===== config.mk =====
export PLATFORM = sky130hd
export DESIGN_NAME = if_stage_flat
export DESIGN_NICKNAME = d
export VERILOG_FILES = /design/src/rtl/if_stage_if.sv /design/src/rtl/if_stage.sv /design/src/flat_wrapper.sv
export SDC_FILE = /design/constraint.sdc
export NUM_CORES = 1
export LEC_CHECK = 0
export BUFFER_PORTS_ARGS = -buffer_cell sky130_fd_sc_hd__buf_2
export CORE_UTILIZATION = 60
export DETAILED_ROUTE_END_ITERATION = 10
export PLACE_DENSITY = 0.91
export SYNTH_ARGS = -nofsm -noshare
export SYNTH_HDL_FRONTEND = slang
export SYNTH_SLANG_ARGS = --single-unit

===== constraint.sdc =====
create_clock -name clk -period 5.1 [get_ports clk]
set_clock_uncertainty 0.2 [all_clocks]
set_input_delay 0.765 -clock clk [delete_from_list [all_inputs] [get_ports clk]]
set_output_delay 0.765 -clock clk [all_outputs]
set_load 0.03 [all_outputs]

===== src/rtl/if_stage_if.sv =====
// -----------------------------------------------------------------------------
// if_stage_if
// Instruction-memory request/response bundle between the fetch stage and the
// instruction memory.
//
// Signals:
//   imem_req    fetch stage -> memory : request valid
//   imem_addr   fetch stage -> memory : word-aligned fetch address
//   imem_ready  memory -> fetch stage : request accepted this cycle
//   imem_rvalid memory -> fetch stage : read data valid (one per accept)
//   imem_rdata  memory -> fetch stage : instruction word
//
// Modports:
//   master  used by the fetch stage
//   slave   used by the memory model
// -----------------------------------------------------------------------------
interface if_stage_if;
  logic        imem_req;
  logic [31:0] imem_addr;
  logic        imem_ready;
  logic        imem_rvalid;
  logic [31:0] imem_rdata;

  modport master (
    output imem_req,
    output imem_addr,
    input  imem_ready,
    input  imem_rvalid,
    input  imem_rdata
  );

  modport slave (
    input  imem_req,
    input  imem_addr,
    output imem_ready,
    output imem_rvalid,
    output imem_rdata
  );
endinterface


===== src/rtl/if_stage.sv =====
// -----------------------------------------------------------------------------
// if_stage
// Instruction fetch stage. Issues one request at a time to instruction memory,
// registers the returned word into ir/pc for the decode stage, and uses a
// one-entry skid register when decode is stalled as the data arrives.
// A redirect flushes ir and restarts fetch at redirect_pc; a response still in
// flight at that moment is discarded.
//
// Parameters:
//   RESET_PC     first fetch address after reset
//   NOP_IR       value presented on ir whenever valid is low
//
// Ports:
//   clk          clock, all state updates on the rising edge
//   rst_n        asynchronous active-low reset
//   imem         instruction-memory bundle (master side)
//   stall        decode cannot take an instruction this cycle
//   redirect     flush and restart fetch at redirect_pc
//   redirect_pc  restart address, bits [1:0] ignored
//   ir           registered instruction to decode
//   pc           registered address of ir
//   valid        ir/pc hold a real instruction
// -----------------------------------------------------------------------------
module if_stage #(
  parameter logic [31:0] RESET_PC = 32'h0000_0000,
  parameter logic [31:0] NOP_IR   = 32'h0000_0013
) (
  input  logic        clk,
  input  logic        rst_n,
  if_stage_if.master  imem,
  input  logic        stall,
  input  logic        redirect,
  input  logic [31:0] redirect_pc,
  output logic [31:0] ir,
  output logic [31:0] pc,
  output logic        valid
);

  typedef enum logic [1:0] {
    FETCH,
    WAIT,
    HOLD,
    DROP
  } state_e;

  state_e      state_q, state_d;
  logic [31:0] fetch_pc_q, fetch_pc_d;
  logic [31:0] ir_q, ir_d;
  logic [31:0] pc_q, pc_d;
  logic        valid_q, valid_d;
  logic [31:0] skid_ir_q, skid_ir_d;
  logic [31:0] skid_pc_q, skid_pc_d;

  logic        accept;
  logic        slot_free;

  // The request is gated by rst_n so that it is low while reset is held,
  // even though the state register already sits in FETCH.
  assign imem.imem_req  = rst_n && (state_q == FETCH);
  assign imem.imem_addr = fetch_pc_q;

  assign accept    = (state_q == FETCH) && imem.imem_ready;
  assign slot_free = !valid_q || !stall;

  assign ir    = ir_q;
  assign pc    = pc_q;
  assign valid = valid_q;

  // Next-state logic. Redirect overrides everything; otherwise a consumed
  // instruction empties the output slot unless a new word fills it in the
  // same cycle. The skid register is occupied exactly while in HOLD.
  always_comb begin
    state_d    = state_q;
    fetch_pc_d = fetch_pc_q;
    ir_d       = ir_q;
    pc_d       = pc_q;
    valid_d    = valid_q;
    skid_ir_d  = skid_ir_q;
    skid_pc_d  = skid_pc_q;

    if (redirect) begin
      valid_d    = 1'b0;
      ir_d       = NOP_IR;
      skid_ir_d  = NOP_IR;
      skid_pc_d  = 32'h0;
      fetch_pc_d = redirect_pc & 32'hFFFF_FFFC;
      unique case (state_q)
        FETCH:   state_d = accept ? DROP : FETCH;
        WAIT:    state_d = imem.imem_rvalid ? FETCH : DROP;
        HOLD:    state_d = FETCH;
        // A response landing together with a new redirect completes the
        // outstanding request, so nothing is left to drop.
        DROP:    state_d = imem.imem_rvalid ? FETCH : DROP;
        default: state_d = FETCH;
      endcase
    end else begin
      if (valid_q && !stall) begin
        valid_d = 1'b0;
        ir_d    = NOP_IR;
      end
      unique case (state_q)
        FETCH: begin
          if (accept) state_d = WAIT;
        end
        WAIT: begin
          if (imem.imem_rvalid) begin
            fetch_pc_d = fetch_pc_q + 32'd4;
            if (slot_free) begin
              ir_d    = imem.imem_rdata;
              pc_d    = fetch_pc_q;
              valid_d = 1'b1;
              state_d = FETCH;
            end else begin
              skid_ir_d = imem.imem_rdata;
              skid_pc_d = fetch_pc_q;
              state_d   = HOLD;
            end
          end
        end
        HOLD: begin
          if (slot_free) begin
            ir_d    = skid_ir_q;
            pc_d    = skid_pc_q;
            valid_d = 1'b1;
            state_d = FETCH;
          end
        end
        DROP: begin
          if (imem.imem_rvalid) state_d = FETCH;
        end
        default: state_d = FETCH;
      endcase
    end
  end

  // State registers with asynchronous active-low reset; any request that was
  // in flight at reset is simply forgotten.
  always_ff @(posedge clk or negedge rst_n) begin
    if (!rst_n) begin
      state_q    <= FETCH;
      fetch_pc_q <= RESET_PC & 32'hFFFF_FFFC;
      ir_q       <= NOP_IR;
      pc_q       <= 32'h0;
      valid_q    <= 1'b0;
      skid_ir_q  <= NOP_IR;
      skid_pc_q  <= 32'h0;
    end else begin
      state_q    <= state_d;
      fetch_pc_q <= fetch_pc_d;
      ir_q       <= ir_d;
      pc_q       <= pc_d;
      valid_q    <= valid_d;
      skid_ir_q  <= skid_ir_d;
      skid_pc_q  <= skid_pc_d;
    end
  end

endmodule

===== src/flat_wrapper.sv =====
// flat-port wrapper written by rule: the top's interface ports become plain ports
module if_stage_flat 
#(
  parameter logic [31:0] RESET_PC = 32'h0000_0000,
  parameter logic [31:0] NOP_IR   = 32'h0000_0013
)
  (clk, rst_n, stall, redirect, redirect_pc, ir, pc, valid, imem_imem_req, imem_imem_addr, imem_imem_ready, imem_imem_rvalid, imem_imem_rdata);
  if_stage_if imem_i ();
  input  logic clk;
  input  logic rst_n;
  input  logic stall;
  input  logic redirect;
  input  logic [31:0] redirect_pc;
  output logic [31:0] ir;
  output logic [31:0] pc;
  output logic valid;
  output wire logic [$bits(imem_i.imem_req)-1:0] imem_imem_req;
  output wire logic [$bits(imem_i.imem_addr)-1:0] imem_imem_addr;
  input wire logic [$bits(imem_i.imem_ready)-1:0] imem_imem_ready;
  input wire logic [$bits(imem_i.imem_rvalid)-1:0] imem_imem_rvalid;
  input wire logic [$bits(imem_i.imem_rdata)-1:0] imem_imem_rdata;
  assign imem_imem_req = imem_i.imem_req;
  assign imem_imem_addr = imem_i.imem_addr;
  assign imem_i.imem_ready = imem_imem_ready;
  assign imem_i.imem_rvalid = imem_imem_rvalid;
  assign imem_i.imem_rdata = imem_imem_rdata;
  if_stage #(.RESET_PC(RESET_PC), .NOP_IR(NOP_IR)) u_core (.clk(clk), .rst_n(rst_n), .imem(imem_i), .stall(stall), .redirect(redirect), .redirect_pc(redirect_pc), .ir(ir), .pc(pc), .valid(valid));
endmodule

[Word level (Yosys, flattened, before mapping)]
Cells that the tools add are included.
Word-level totals
  RAM bits: 0
  memories: 0
  latch bits: 0
  register bits: 163
  output and inout bits: 98
  bits in read-only memories: 0
  word-level logic and storage cells: 71
  input port bits: 70
Cells by class
  reductions and logical operators: 15
  divide/modulo/power cells: 0
  eq/ne operators: 11
  $lt $le $gt $ge: 0
  bitwise logic cells: 1
  add/sub/neg operators: 1
  shift-type cells: 0
  muxes and demuxes: 36
  multiply operators: 0
Operator list (count)
  32-bit two-way mux: 19
  32-bit one-hot mux with 2 select lines: 2
  32-bit by 3-bit adder with 32-bit output, second input constant: 1
  2-bit two-way mux: 8
  2-bit one-hot mux with 4 select lines: 1
  3-bit by 2-bit != test with 1-bit output, second input constant: 2
  3-bit != test, second input constant: 2
  2-bit one-hot mux with 3 select lines: 1
  2-bit nonzero test: 3
  5-bit AND reduction: 1
  2-bit == test, second input constant: 2
  1-bit two-way mux: 4
  2-bit by 1-bit != test with 1-bit output, second input constant: 2
  2-bit != test, second input constant: 2
  4-bit AND reduction: 1
  1-bit logical AND: 3
  3-bit AND reduction: 1
  2-bit by 1-bit == test with 1-bit output, second input constant: 1
  1-bit zero test: 2
  2-bit zero test: 1
  1-bit one-hot mux with 2 select lines: 1
  2-bit AND reduction: 1
  2-bit OR reduction: 1
  1-bit logical OR: 1
  1-bit inverter: 1

[Longest topological paths before layout]
Gate-level depths: netlist (run 1).
  depth in word-level cells: 7
  mapped depth: 9
  depth with buffers taken out: 6

[Worst setup path before layout (run 1)]
No wires, ideal clock.
  path kind: register to register
  start: register u_core.fetch_pc_q[2] (netlist: u_core.imem.imem_addr[2])
  end: register u_core.fetch_pc_q[30] (netlist: u_core.imem.imem_addr[30])
  setup time: 0.082 ns
  required time: 4.818 ns
  period minus slack after synthesis: 2.503 ns
  arrival: 2.222 ns
  cell stages (with the launch flop): 7
  setup slack: 2.597 ns
  path buffers: 1
  path through: dfrtp_1 > ha_1 > nand2_1 > or4_1 > buf_2 > or4_1 > a31oi_1
On the way
  word-level cells in the longest chain between the ends: 4
Ends and longest elaborated chain
  from (decl): line if_stage.sv:47  | logic [31:0] fetch_pc_q, fetch_pc_d;
  from (signal assigned): line if_stage.sv:141  | fetch_pc_q <= RESET_PC & 32'hFFFF_FFFC;
  from (signal assigned): line if_stage.sv:149  | fetch_pc_q <= fetch_pc_d;
  32-bit by 3-bit adder with 32-bit output: line if_stage.sv:107  | fetch_pc_d = fetch_pc_q + 32'd4;
  32-bit two-way mux: line if_stage.sv:106  | if (imem.imem_rvalid) begin
  32-bit two-way mux: line if_stage.sv:101  | unique case (state_q)
  32-bit two-way mux: line if_stage.sv:81  | if (redirect) begin
No other way between the ends. The select of a mux whose other input is x is not followed.
A chain may end at the register's enable or synchronous reset.

[Worst setup path in the final report (run 1)]
  start: register u_core.state_q[1]
  end: register u_core.fetch_pc_q[26] (netlist: u_core.imem.imem_addr[26])
On the way
  word-level cells in the longest chain between the ends: 3
Ends and longest elaborated chain
  from (decl): line if_stage.sv:46  | state_e state_q, state_d;
  from (signal assigned): line if_stage.sv:148  | state_q <= state_d;
  2-bit by 1-bit == test with 1-bit output: line if_stage.sv:101
  2-bit nonzero test (no source line)
  2-bit AND reduction (no source line)
No other way between the ends.

==> results of run 1 <==
## flip-flops by register name, indices dropped and copies added, names as in the netlist
register / flops
u_core.ir: 32
u_core.state_q: 2
u_core.pc: 31
u_core.valid: 1
u_core.skid_pc_q: 31
u_core.skid_ir_q: 32
u_core.imem.imem_addr: 30
## power by group
group          switching (mW)  internal [mW]
clock network           0.506          0.754
logic                    1.02          0.475
registers               0.204           1.51
total                    1.73           2.74
## cells by family (layout without fill, tap and decap cells)
family                     Yosys count  count (layout)  share of synthesized area, %
xor gates and xnor gates            11              11                          1.17
and+or+nand+nor                    287             287                          17.5
adders and majority gates            7               7                          1.06
DFF                                159             159                          48.3
AOI/OAI and AO/OA                  245             245                          19.3
muxes                               65              65                          8.36
other                                1               2                        0.0454
buffers and inverters               89             218                          4.26
## cell usage in the layout, fill, tap and decap left out, types with 32 or more instances in the layout
master | netlist | layout
a21oi_1 | 59 | 59
a22o_1 | 36 | 36
and2_1 | 32 | 32
buf_2 | 4 | 162
dfrtp_1 | 153 | 153
mux2_2 | 32 | 32
mux2i_1 | 33 | 33
nand2_1 | 93 | 93
nor2_1 | 52 | 52
o21ai_0 | 70 | 70
## worst max-delay path by stage
stage | end | from | slack, ns | cells after the start
after global placement | u_core.skid_ir_q[7]$_DFFE_PN0P_ | redirect | 1.97 | 5
after global routing | u_core.imem.imem_addr[21]$_DFFE_PN0N_ | u_core.state_q[1]$_DFFE_PN0P_ | 1.85 | 7
after detailed placement | u_core.skid_ir_q[17]$_DFFE_PN0P_ | redirect | 1.96 | 5
final | u_core.imem.imem_addr[26]$_DFFE_PN0N_ | u_core.state_q[1]$_DFFE_PN0P_ | 2.01 | 7
after floorplan | u_core.imem.imem_addr[30]$_DFFE_PN0N_ | u_core.imem.imem_addr[2]$_DFFE_PN0N_ | 2.60 | 6
after CTS | u_core.imem.imem_addr[26]$_DFFE_PN0N_ | u_core.state_q[1]$_DFFE_PN0P_ | 2.04 | 7
## final cells by class
cell class | count | area [µm²] | area share [%]
clock buffer | 21 | 470 | 4.83
clock inverter | 11 | 114 | 1.17
inverter | 11 | 41.3 | 0.424
multi-input combinational | 617 | 3990 | 41.0
sequential | 159 | 3990 | 40.9
tap | 176 | 220 | 2.26
timing repair buffer | 175 | 912 | 9.37
## per-stage QoR
stage	worst slack (ns)	hold slack, ns	cells	area [µm²]	util (%)
floorplan	2.60	0.248	865	8270	-
global placement	1.97	0.261	1138	9150	68.6
detailed placement	1.96	0.271	1138	9150	68.6
CTS	2.04	0.207	1170	9740	73.0
global route	1.85	0.255	1170	9740	73.0
finish	2.01	0.183	1170	9740	73.0
## routing by layer
layer	up-vias	track usage [%]	routed length, µm
met4	0	11.2	524
met2	325	50.0	10200
li1	3386	-	-
met3	54	7.85	1690
met5	-	0	0
met1	3618	41.2	9000
## worst max-delay path, stage by stage (launching register included)
cell and delay [ns]:
dfrtp_1 0.44, inv_1 0.15, ha_1 0.18, buf_4 0.36
nand4_1 0.21, or4_1 0.67, or4_1 0.60, a31oi_1 0.21
==> run_results.csv, run 1 <==
group,metric,value,unit
cts,clock-sinks,159,
global_route,grt_pass1_wl,35200,µm
setup_path,crit_path_end_kind,"flip-flop",
drt,vias,7383,
cts,clk_latency,0.43,ns
floorplanning,coreArea,13300,µm²
drt,vias_per_cell,6.31,
setup_path,r2r_start,"u_core.state_q[1]$_DFFE_PN0P_",
logic_synthesis,synth_area_leader_cell,"dfrtp_1",
sta,hold_viol_final,0,
logic_synthesis,synth.most_common_cell,"dfrtp_1",
cts,cts_made_buffers,17,
logic_synthesis,yosysWarnings,0,
drt,drtPass1Iterations,6,
setup_path,crit_required,5.24,ns
logic_synthesis,synth_cell_types,49,
floorplanning,die_y,119,µm
logic_synthesis,synth_edf_count,0,
setup_path,reg2reg_slack,2.01,ns
sta,worst_pin_slew,1.14,ns
cts,cts_setup_buffers,0,
global_route,antenna_found_initial,0,
logic_synthesis,synthArstFlopShare,100,%
global_route,gr-total-overflow,0,
setup_path,crit_path_start_kind,"flip-flop",
floorplanning,dieWidth,119,µm
drt,routed_wl,21400,µm
floorplanning,dieArea,14200,µm²
cts,cts_max_level,4,
final_layout,nets,1058,
logic_synthesis,seq_area_frac_synth,48.3,%
logic_synthesis,synthTopCellsByArea,"dfrtp_1, mux2_2, o21ai_0",
sta,setup_viol,0,
power,p_leak,4.27,nW
cts,holdBufCountCts,0,
logic_synthesis,synth_cells,864,
setup_path,worstReg2RegEnd,"u_core.imem.imem_addr[26]$_DFFE_PN0N_",
drt,post-route-drc-count,0,
drt,drt-initial-drc-count,800,
cts,cts_root_buffer,"clkbuf_16",
sta,fmax,0.323,GHz
sta,tns,0,ns
power,power_density,459,nW/µm²
cts,cts_buffer_depth,2,
setup_path,worstPathArrival,3.24,ns
cts,cts.repair.resized,0,
drt,wire_per_inst,18.3,µm
setup_path,reg2reg_depth,7,
global_route,grt_use_total,31.2,%
final_layout,drive_gt1_share,25.5,%
final_layout,diodes,0,
sta,post-route-period-util,60.7,%
global_route,grt_max_degree,86,
power,ir_worst_vdd,0.236,mV
status,status,"finished, final reports clean",
floorplanning,boundaryPins,168,
logic_synthesis,synth_top_area_share,46.3,%
sta,finalCriticalPeriod,3.09,ns
final_layout,area.growth.synth_to_final,17.9,%
logic_synthesis,synth_ff_type,"dfrtp_1",
min_path,holdCritPathClass,"input pin to asynchronous set/reset pin",
placement,io_buffer_count,163,
power,power,4.47,mW
floorplanning,row_count,42,
sta,relSlewSlack,23.7,%
cts,cts_tree,"yes",
floorplanning,start_util,61.9,%
logic_synthesis,synth_common_cells,"dfrtp_1, nand2_1, o21ai_0",
placement,dp_hpwl,13300,µm
logic_synthesis,yosys_register_bits,159,
cts,clk_pin_slew_worst_paths,0.06,ns
setup_path,worst-path-max-fanout,37,
final_layout,fill_cells,974,
placement,place_congestion,0.793,
sta,grt_setup_unrepaired,"false",
sta,slew_violations,0,
drt,drtAntennaViolNets,0,
logic_synthesis,syn_area_per_cell,9.56,µm²
setup_path,crit_type,"flip-flop to flip-flop",
logic_synthesis,syn-cell-area,8260,µm²
flow_run,maxCapViolCount,0,
global_route,grt_pass1_vias,7135,
No activity file was read; power rests on OpenSTA's default activity.
==> run 2: changes to the inputs <==
ABC_AREA = 1   (was not set)
CORE_UTILIZATION = 51   (was 60)
PLACE_DENSITY = 0.83   (was 0.91)
clock period = 2.7 ns   (was 5.1 ns; I/O delays follow)
==> run 2 against run 1 <==
  * The flow now finishes with violations (negative hold slack)
  * Sequential power up 110%
  * Count of clock-buffer cells in the layout increased by 2
  * Critical path depth is 2 higher
  * Flip-flop and latch count unchanged
  * Die area up 22%
  * First-iteration DRC count is 3.4% lower
  * Clock power up 110%
  * Cell area increased by 6.0%
  * Critical path type unchanged
==> run_results.csv, run 2 <==
group,metric,value,unit
status,status,"finished, violations left",
final_layout,final_area,10300,µm²
setup_path,crit_path_end_kind,"flip-flop",
placement,io_buffer_count,163,
placement,place_area,9640,µm²
sta,fmax,0.426,GHz
global_route,grt_max_degree,160,
setup_path,crit_path_start_kind,"flip-flop",
final_layout,nets,1427,
drt,routed_wl,24600,µm
sta,finalCriticalPeriod,2.35,ns
setup_path,crit_type,"flip-flop to flip-flop",
logic_synthesis,synth_top_area_share,44.4,%
setup_path,worstPathArrival,2.49,ns
sta,relSlewSlack,41.9,%
logic_synthesis,syn-cell-area,8630,µm²
sta,tns,0,ns
floorplanning,boundaryPins,168,
final_layout,fill_cells,1453,
final_layout,diodes,0,
drt,vias_per_cell,5.46,
logic_synthesis,syn_area_per_cell,7.11,µm²
cts,cts_root_buffer,"clkbuf_16",
cts,cts_buffer_depth,2,
logic_synthesis,synthArstFlopShare,100,%
global_route,grt_pass1_vias,8230,
power,power,10.7,mW
floorplanning,dieWidth,132,µm
drt,drtAntennaViolNets,0,
status,violations,"negative hold slack",
drt,drt-initial-drc-count,773,
cts,cts_made_buffers,17,
final_layout,final_common_cell,"nand2_1",
sta,worst_pin_slew,0.871,ns
drt,drtPass1Iterations,6,
logic_synthesis,synth_common_cells,"nand2_1, dfrtp_1, nor2_1",
cts,clk_latency,0.43,ns
global_route,antenna_found_initial,0,
sta,post-route-period-util,86.9,%
logic_synthesis,synthTopCellsByArea,"dfrtp_1, nand2_1, o21ai_0",
sta,slew_violations,0,
sta,hold_viol_final,44,
drt,post-route-drc-count,0,
setup_path,crit_path_cell_trace,"inv_1 > ha_1 > nand2_2 > inv_2 > a21oi_1 > nor3_4 > buf_4 > nor2_1 > a31oi_1",
floorplanning,dieArea,17400,µm²
final_layout,drive_gt1_share,17.2,%
placement,place_congestion,0.910,
floorplanning,die_y,132,µm
logic_synthesis,synth.most_common_cell,"nand2_1",
logic_synthesis,synth_cell_types,34,
drt,wire_per_inst,15.5,µm
logic_synthesis,synth_area_leader_cell,"dfrtp_1",
global_route,grt_pass1_wl,40600,µm
placement,dp_hpwl,16000,µm
logic_synthesis,yosysWarnings,0,
global_route,gr-total-overflow,0,
cts,clk_pin_slew_worst_paths,0.06,ns
power,ir_worst_vdd,0.607,mV
power,p_leak,5.03,nW
final_layout,area.growth.synth_to_final,19.6,%
sta,whs,-0.0890,ns
floorplanning,coreArea,16500,µm²
floorplanning,row_count,47,
logic_synthesis,synth_cells,1214,
final_layout,final_cell_mix,"nand2_1, buf_2, dfrtp_1",
global_route,grt_use_total,29.2,%
cts,cts_tree,"yes",
min_path,holdCritPathClass,"input pin to asynchronous set/reset pin",
flow_run,maxCapViolCount,0,
floorplanning,start_util,52.2,%
power,power_density,1030,nW/µm²
drt,vias,8639,
setup_path,worst-path-max-fanout,62,
logic_synthesis,synth_edf_count,0,
cts,cts_max_level,4,
logic_synthesis,yosys_register_bits,159,
setup_path,cp_slowest_cell,"buf_4",
setup_path,slowest_delay,0.51,ns
setup_path,crit_required,2.85,ns
logic_synthesis,synth_ff_type,"dfrtp_1",
cts,clock-sinks,159,
sta,setup_viol,0,
sta,grt_setup_unrepaired,"false",
logic_synthesis,seq_area_frac_synth,46.2,%
setup_path,reg2reg_depth,9,
## run 2: metrics by stage
stage / utilization [%] / std cells / worst slack, ns / hold slack (ns)
detailed placement: 58.3 / 1546 / 0.372 / 0.259
finish: 62.5 / 1583 / 0.353 / -0.0890
floorplan: - / 1215 / 0.747 / -0.0906
global placement: 58.3 / 1546 / 0.480 / 0.255
CTS: 62.5 / 1583 / 0.344 / 0.000924
global route: 62.5 / 1583 / 0.131 / 0.0176
## run 2: layout make-up
cell class / count / area [µm²] / share of cell area, %
timing repair buffer: 192 / 1110 / 10.8
clock inverter: 9 / 156 / 1.52
inverter: 100 / 375 / 3.64
multi-input combinational: 880 / 3940 / 38.1
clock buffer: 23 / 478 / 4.63
tap: 220 / 275 / 2.67
sequential: 159 / 3990 / 38.6
## run 2: path summary, 6_finish.rpt
| path | slack [ns] | start | endpoint |
|---|---|---|---|
| min in group clk | 0.01 | imem_imem_rdata[6] | u_core.skid_ir_q[6]$_DFFE_PN0P_ |
| hold / removal | -0.09 | rst_n | u_core.ir[23]$_DFF_PN0_ |
| setup reg to reg | 0.35 | u_core.state_q[1]$_DFFE_PN0P_ | u_core.pc[19]$_DFFE_PN0P_ |
| hold reg to reg | 0.27 | u_core.skid_pc_q[18]$_DFFE_PN0P_ | u_core.skid_pc_q[18]$_DFFE_PN0P_ |
| max in group asynchronous | 1.73 | rst_n | u_core.imem.imem_addr[13]$_DFFE_PN0N_ |
| setup / recovery | 0.35 | u_core.state_q[1]$_DFFE_PN0P_ | u_core.pc[19]$_DFFE_PN0P_ |
## run 2: layer usage
layer  vias to the layer above  GRT usage (%)  wire length, µm
li1                       4194              -                -
met1                      4006           39.2            10300
met2                       402           47.0            12000
met3                        37           4.42             1950
met4                         0           12.9              378
met5                         -              0                0
## run 2: cells by family (layout without fill, tap and decap cells)
kind of cell	Yosys count	count (layout)	synth area share, %
AO/OA/AOI/OAI	289	289	17.7
AND/OR/NAND/NOR	581	581	26.5
XOR/XNOR	1	1	0.101
buffers and inverters	176	324	8.42
other	1	2	0.0434
adder cells (fa/ha/maj)	7	7	1.01
flip-flops	159	159	46.2
## run 2: worst max-delay path, delay by kind of cell (launching register included)
| kind | cells | cell delay, ns |
|---|---|---|
| fa+ha+maj | 1 | 0.25 |
| simple gates | 3 | 0.38 |
| buf+inv | 3 | 0.76 |
| compound gates | 2 | 0.25 |
| flops | 1 | 0.43 |
## run 2: timing repair
action / CTS / global route
resized for setup: 0 / 0
hold buffers: 5 / 0
endpoints found under the hold margin: 5 / 0
setup buffers: 0 / 0
## run 2: power by group
part / internal (mW) / switching, mW / total, mW
clock network: 1.62 / 0.972 / 2.59
logic: 1.35 / 3.18 / 4.53
registers: 2.99 / 0.555 / 3.54
total: 5.96 / 4.70 / 10.7
